==> src/rtl/lcd_write_arbiter.sv <==
// lcd_write_arbiter
//   Shares one character-LCD write path (LCD_Controller: iStart/oDone, iRS,
//   iDATA) between two byte-write requesters. After reset it sends the fixed
//   HD44780 init sequence. It then grants the requesters round-robin. Each
//   write is held through the controller done and a settle delay, and is then
//   acknowledged to its requester.
//
// Ports
//   iCLK, iRST_N           clock (posedge), asynchronous active-low reset
//   iREQ0, iRS0, iDATA0    requester 0 request/register-select/byte
//   oACK0                  requester 0 one-cycle write-complete pulse
//   iREQ1, iRS1, iDATA1    requester 1 request/register-select/byte
//   oACK1                  requester 1 one-cycle write-complete pulse
//   oLCD_START             to controller iStart (held until done)
//   oLCD_RS, oLCD_DATA     to controller iRS / iDATA (held between writes)
//   iLCD_DONE              from controller oDone
//   oINIT_DONE             sticky flag, init sequence finished
module lcd_write_arbiter #(
    parameter int DLY_W      = 18,
    parameter int DLY_CYCLES = 262143
) (
    input  logic       iCLK,
    input  logic       iRST_N,
    input  logic       iREQ0,
    input  logic       iRS0,
    input  logic [7:0] iDATA0,
    output logic       oACK0,
    input  logic       iREQ1,
    input  logic       iRS1,
    input  logic [7:0] iDATA1,
    output logic       oACK1,
    output logic       oLCD_START,
    output logic       oLCD_RS,
    output logic [7:0] oLCD_DATA,
    input  logic       iLCD_DONE,
    output logic       oINIT_DONE
);

    typedef enum logic [2:0] {
        INIT_ISSUE, INIT_WAIT, INIT_DLY, IDLE, WAIT, DLY, ACK
    } state_t;

    state_t           state, state_nxt;
    logic [2:0]       idx, idx_nxt;
    logic [DLY_W-1:0] cnt, cnt_nxt;
    logic             ptr, ptr_nxt;        // 0: favour requester 0 on a tie
    logic             gnt, gnt_nxt;        // id of the write in flight
    logic             start, start_nxt;
    logic             rs, rs_nxt;
    logic [7:0]       data, data_nxt;
    logic             ack0, ack0_nxt;
    logic             ack1, ack1_nxt;
    logic             init_done, init_done_nxt;

    logic             last_cnt;
    logic             sel_valid;
    logic             sel_id;

    function automatic logic [7:0] init_rom(input logic [2:0] i);
        case (i)
            3'd0:    init_rom = 8'h38;   // 8-bit bus, 2 lines, 5x8 font
            3'd1:    init_rom = 8'h0C;   // display on, cursor off
            3'd2:    init_rom = 8'h01;   // clear display
            3'd3:    init_rom = 8'h06;   // entry mode: increment, no shift
            default: init_rom = 8'h80;   // DDRAM address 0
        endcase
    endfunction

    // Settle window ends on the count DLY_CYCLES-1, giving exactly DLY_CYCLES cycles.
    assign last_cnt  = (cnt == DLY_W'(DLY_CYCLES - 1));
    assign sel_valid = iREQ0 | iREQ1;
    assign sel_id    = (iREQ0 && iREQ1) ? ptr : iREQ1;

    // State and datapath registers
    always_ff @(posedge iCLK or negedge iRST_N) begin
        if (!iRST_N) begin
            state     <= INIT_ISSUE;
            idx       <= 3'd0;
            cnt       <= '0;
            ptr       <= 1'b0;
            gnt       <= 1'b0;
            start     <= 1'b0;
            rs        <= 1'b0;
            data      <= 8'h00;
            ack0      <= 1'b0;
            ack1      <= 1'b0;
            init_done <= 1'b0;
        end else begin
            state     <= state_nxt;
            idx       <= idx_nxt;
            cnt       <= cnt_nxt;
            ptr       <= ptr_nxt;
            gnt       <= gnt_nxt;
            start     <= start_nxt;
            rs        <= rs_nxt;
            data      <= data_nxt;
            ack0      <= ack0_nxt;
            ack1      <= ack1_nxt;
            init_done <= init_done_nxt;
        end
    end

    // Next-state logic
    always_comb begin
        state_nxt = state;
        case (state)
            INIT_ISSUE: state_nxt = INIT_WAIT;
            INIT_WAIT:  if (iLCD_DONE) state_nxt = INIT_DLY;
            INIT_DLY:   if (last_cnt) state_nxt = (idx == 3'd4) ? IDLE : INIT_ISSUE;
            IDLE:       if (sel_valid) state_nxt = WAIT;
            WAIT:       if (iLCD_DONE) state_nxt = DLY;
            DLY:        if (last_cnt) state_nxt = ACK;
            ACK:        state_nxt = IDLE;
            default:    state_nxt = INIT_ISSUE;
        endcase
    end

    // Output and datapath next values; ack is set on the way into ACK so it
    // is high for exactly the one ACK cycle.
    always_comb begin
        idx_nxt       = idx;
        cnt_nxt       = cnt;
        ptr_nxt       = ptr;
        gnt_nxt       = gnt;
        start_nxt     = start;
        rs_nxt        = rs;
        data_nxt      = data;
        ack0_nxt      = 1'b0;
        ack1_nxt      = 1'b0;
        init_done_nxt = init_done;
        case (state)
            INIT_ISSUE: begin
                start_nxt = 1'b1;
                rs_nxt    = 1'b0;
                data_nxt  = init_rom(idx);
            end
            INIT_WAIT: begin
                if (iLCD_DONE) begin
                    start_nxt = 1'b0;
                    cnt_nxt   = '0;
                end
            end
            INIT_DLY: begin
                cnt_nxt = cnt + 1'b1;
                if (last_cnt) begin
                    if (idx == 3'd4) init_done_nxt = 1'b1;
                    else             idx_nxt       = idx + 3'd1;
                end
            end
            IDLE: begin
                if (sel_valid) begin
                    rs_nxt    = sel_id ? iRS1 : iRS0;
                    data_nxt  = sel_id ? iDATA1 : iDATA0;
                    start_nxt = 1'b1;
                    gnt_nxt   = sel_id;
                    ptr_nxt   = ~sel_id;
                end
            end
            WAIT: begin
                if (iLCD_DONE) begin
                    start_nxt = 1'b0;
                    cnt_nxt   = '0;
                end
            end
            DLY: begin
                cnt_nxt = cnt + 1'b1;
                if (last_cnt) begin
                    ack0_nxt = ~gnt;
                    ack1_nxt = gnt;
                end
            end
            default: begin
            end
        endcase
    end

    assign oLCD_START = start;
    assign oLCD_RS    = rs;
    assign oLCD_DATA  = data;
    assign oACK0      = ack0;
    assign oACK1      = ack1;
    assign oINIT_DONE = init_done;

endmodule
==> config.mk <==
export PLATFORM = sky130hd
export DESIGN_NAME = lcd_write_arbiter
export DESIGN_NICKNAME = d
export VERILOG_FILES = /design/src/rtl/lcd_write_arbiter.sv
export SDC_FILE = /design/constraint.sdc
export NUM_CORES = 1
export LEC_CHECK = 0
export CORE_ASPECT_RATIO = 0.75
export CORE_UTILIZATION = 50
export DETAILED_ROUTE_END_ITERATION = 8
export PLACE_DENSITY = 0.79
export SYNTH_ARGS = -nofsm -noshare
export SYNTH_HDL_FRONTEND = slang
export SYNTH_SLANG_ARGS = --single-unit
==> constraint.sdc <==
create_clock -name iCLK -period 2.4 [get_ports iCLK]
set_input_delay 0.72 -clock iCLK [delete_from_list [all_inputs] [get_ports iCLK]]
set_output_delay 0.72 -clock iCLK [all_outputs]
set_load 0.01 [all_outputs]
==> flow_metrics.tcl <==
set metrics [dict create \
    outcome "completed" \
    ys_types 42 \
    arrival_ps 2250 \
    synth_cells 224 \
    ys_seq_area_share_pct 45.1 \
    worstRegToRegCells 5 \
    hp-class "input pin to asynchronous set/reset pin" \
    cts_resized 0 \
    drt_iter0_drc 130 \
    ys_ff_latch 39 \
    die-area_um2 4600 \
    synth_fp_nets 255 \
    synth_edf_count 0 \
    die_h_um 59.0 \
    place.gp.congestion 0.812 \
    fmax_mhz 483 \
    slew_headroom_pct 67.8 \
    crit_chain "or3b_4, a2111oi_4, nand4_2, o211ai_2, o31ai_1" \
    crit_slowest_cell "dfrtp_1" \
    diodes 0 \
    grt_pass1_vias 1618 \
    area_growth_pct 25.2 \
    dr_wl_met3_um 190 \
    highest_layer "met4" \
    synth_top_area_share_pct 45.1 \
    wl_met2_um 1930 \
    ys_warn_count 0 \
    port_buffers 35 \
    cts_hold_buf 0 \
    grt_start_max_net_pins 40 \
    r2r_slack_ps 330 \
    worst_setup_path_end_kind "flip-flop" \
    hold_viol_final 0 \
    setup_slack_ps 330 \
    clk_latency_ps 290 \
    worstSetupStartpointType "flip-flop" \
    met1_length_um 2480 \
    yosys-top-cells-area "dfrtp_1 45%, mux2i_1 5.5%, o21ai_0 5.5%, nand2_1 5.4%, ha_1 4.6%" \
    fin_skew_ps 4.33 \
    worstReg2RegEnd "cnt[13]" \
    timing.final.crit_period_ps 2070 \
    finalMaxSlewViolations 0 \
    wl_per_cell_um 14.4 \
    cp_max_fo 13 \
    drt-total-wl_um 4660 \
    antenna_found_initial 0 \
    synth_top_area_cell "dfrtp_1" \
    worstPathRequired_ps 2580 \
    rows 20 \
    cts_made_buffers 5 \
    path_clk_slew_ps 80 \
    cts_tree "yes" \
    ir_drop_mv 0.343 \
    vias 1813 \
    rsz0062_at_grt "no" \
    drc 0 \
    synthFlopType "dfrtp_1" \
    die_w_um 78.0 \
    cts.sinks 39 \
    drtPass1Iterations 4 \
    ys_async_sr_fraction_pct 100 \
    place_ws_ps 79.1 \
    dp_hpwl_um 3400 \
    drive_above_1_share_pct 11.9 \
    avgSynthCellArea_um2 9.67 \
    fillCellCount 338 \
    postCtsSetupBuffers 0 \
    cts_buffer_depth 2 \
    setup_viol 0 \
    pin_count 36 \
    grt_pass1_wl_um 7760 \
    setup_tns_ps 0 \
    root_buffer "clkbuf_8" \
    cts_max_level 2 \
    p_leak_nw 1.15 \
    layout.nets 298 \
    crit_type "flip-flop to flip-flop" \
    max_cap_viol_count 0 \
    r2r-start "state[1]" \
    core_um2 4100 \
    finalCritPeriodShare_pct 86.3 \
    syn-cell-area_um2 2170 \
    cp_slowest_stage_delay_ps 560 \
    pwr_density_cell_nw_per_um2 451 \
    start_util_pct 52.8 \
    grt_overflow 0 \
    worst_pin_slew_ps 483 \
    grt_use_total_pct 22.3 \
    postRouteAntennaNets 0 \
    avgViaCountPerCell 5.61 \
]
## worst max-delay path by stage
stage,start,end,slack [ps],depth (start not counted)
2_1_floorplan,state[1],oLCD_DATA[3],650,5
3_3_place_gp,iREQ0,oLCD_DATA[1],120,7
3_5_place_dp,iREQ0,oLCD_DATA[1],80,7
4_1_cts,state[1],cnt[13],360,5
5_1_grt,state[1],cnt[13],260,5
6_report,state[1],cnt[13],330,5
## cell families after synthesis
logic type                 share of synthesized area, %
DFF                                                45.1
AOI/OAI and AO/OA                                  17.3
xor gates and xnor gates                           1.21
adders and majority gates                          4.62
buffers and inverters                              3.23
and+or+nand+nor                                    18.8
muxes                                              9.71
## metal layers
| layer | up-vias | GRT usage, % |
|---|---|---|
| met4 | 0 | 8.73 |
| li1 | 911 | - |
| met1 | 860 | 34.5 |
| met3 | 6 | 4.62 |
| met2 | 36 | 30.5 |
| met5 | - | 0 |
## per-stage QoR
stage | power, mW | util (%) | cells | hold WS [ps] | area (um^2)
3_5_place_dp | 0.746 | 63.6 | 315 | 448 | 2610
5_1_grt | 1.26 | 66.1 | 323 | 491 | 2710
3_3_place_gp | 0.745 | 63.6 | 315 | 447 | 2610
4_1_cts | 1.23 | 66.1 | 323 | 472 | 2710
6_report | 1.22 | 66.1 | 323 | 471 | 2710
2_1_floorplan | 0.688 | - | 224 | 424 | 2170
## synthesized netlist by cell type (4+ instances only)
cell type / count
nor3_1: 4
ha_1: 8
nand3_1: 11
inv_1: 9
mux2_2: 8
dfrtp_1: 39
a21oi_1: 6
o211ai_1: 4
nand2_1: 31
o21ai_0: 24
mux2i_1: 12
buf_2: 5
a31oi_1: 6
o31ai_1: 5
nor2_1: 10
nand4_1: 7
## registers in the layout, summed over array words and instances, names as in the netlist
signal      flops
oACK0           1
oLCD_RS         1
cnt            18
gnt             1
idx             3
oINIT_DONE      1
ptr             1
oACK1           1
oLCD_START      1
oLCD_DATA       8
state           3
## layout by cell type (no fill, tap or decap), drive strengths merged, types with 8 or more instances in the layout
master | Yosys | routed
dfrtp | 39 | 39
o21ai | 24 | 24
clkbuf | 3 | 8
ha | 8 | 8
buf | 5 | 10
clkdlybuf4s50 | 0 | 34
nand2 | 31 | 31
nor2 | 10 | 10
nand4 | 9 | 9
mux2 | 8 | 8
nand3 | 11 | 11
inv | 9 | 9
mux2i | 12 | 12
## critical path, delay by kind of cell (launching register included)
family          cells  cell delay (ps)
simple gates        2              670
flops               1              560
compound gates      3              720
## where the power goes
part	internal [mW]	leakage [nW]	total, mW	switching (mW)
Sequential	0.658	0.482	0.658	0.000635
Combinational	0.0443	0.617	0.0738	0.0294
Clock	0.262	0.0515	0.490	0.228
Total	0.964	1.15	1.22	0.258
## final cells by class
cell class,instances,area (um^2),area share (%)
flip-flops and latches,39,976,36.0
well taps,55,68.8,2.54
clock buffers,8,100,3.69
repair buffers,44,413,15.2
multi-input cells,168,1120,41.3
inverters,9,33.8,1.25
(Power assumes the default switching activity.)
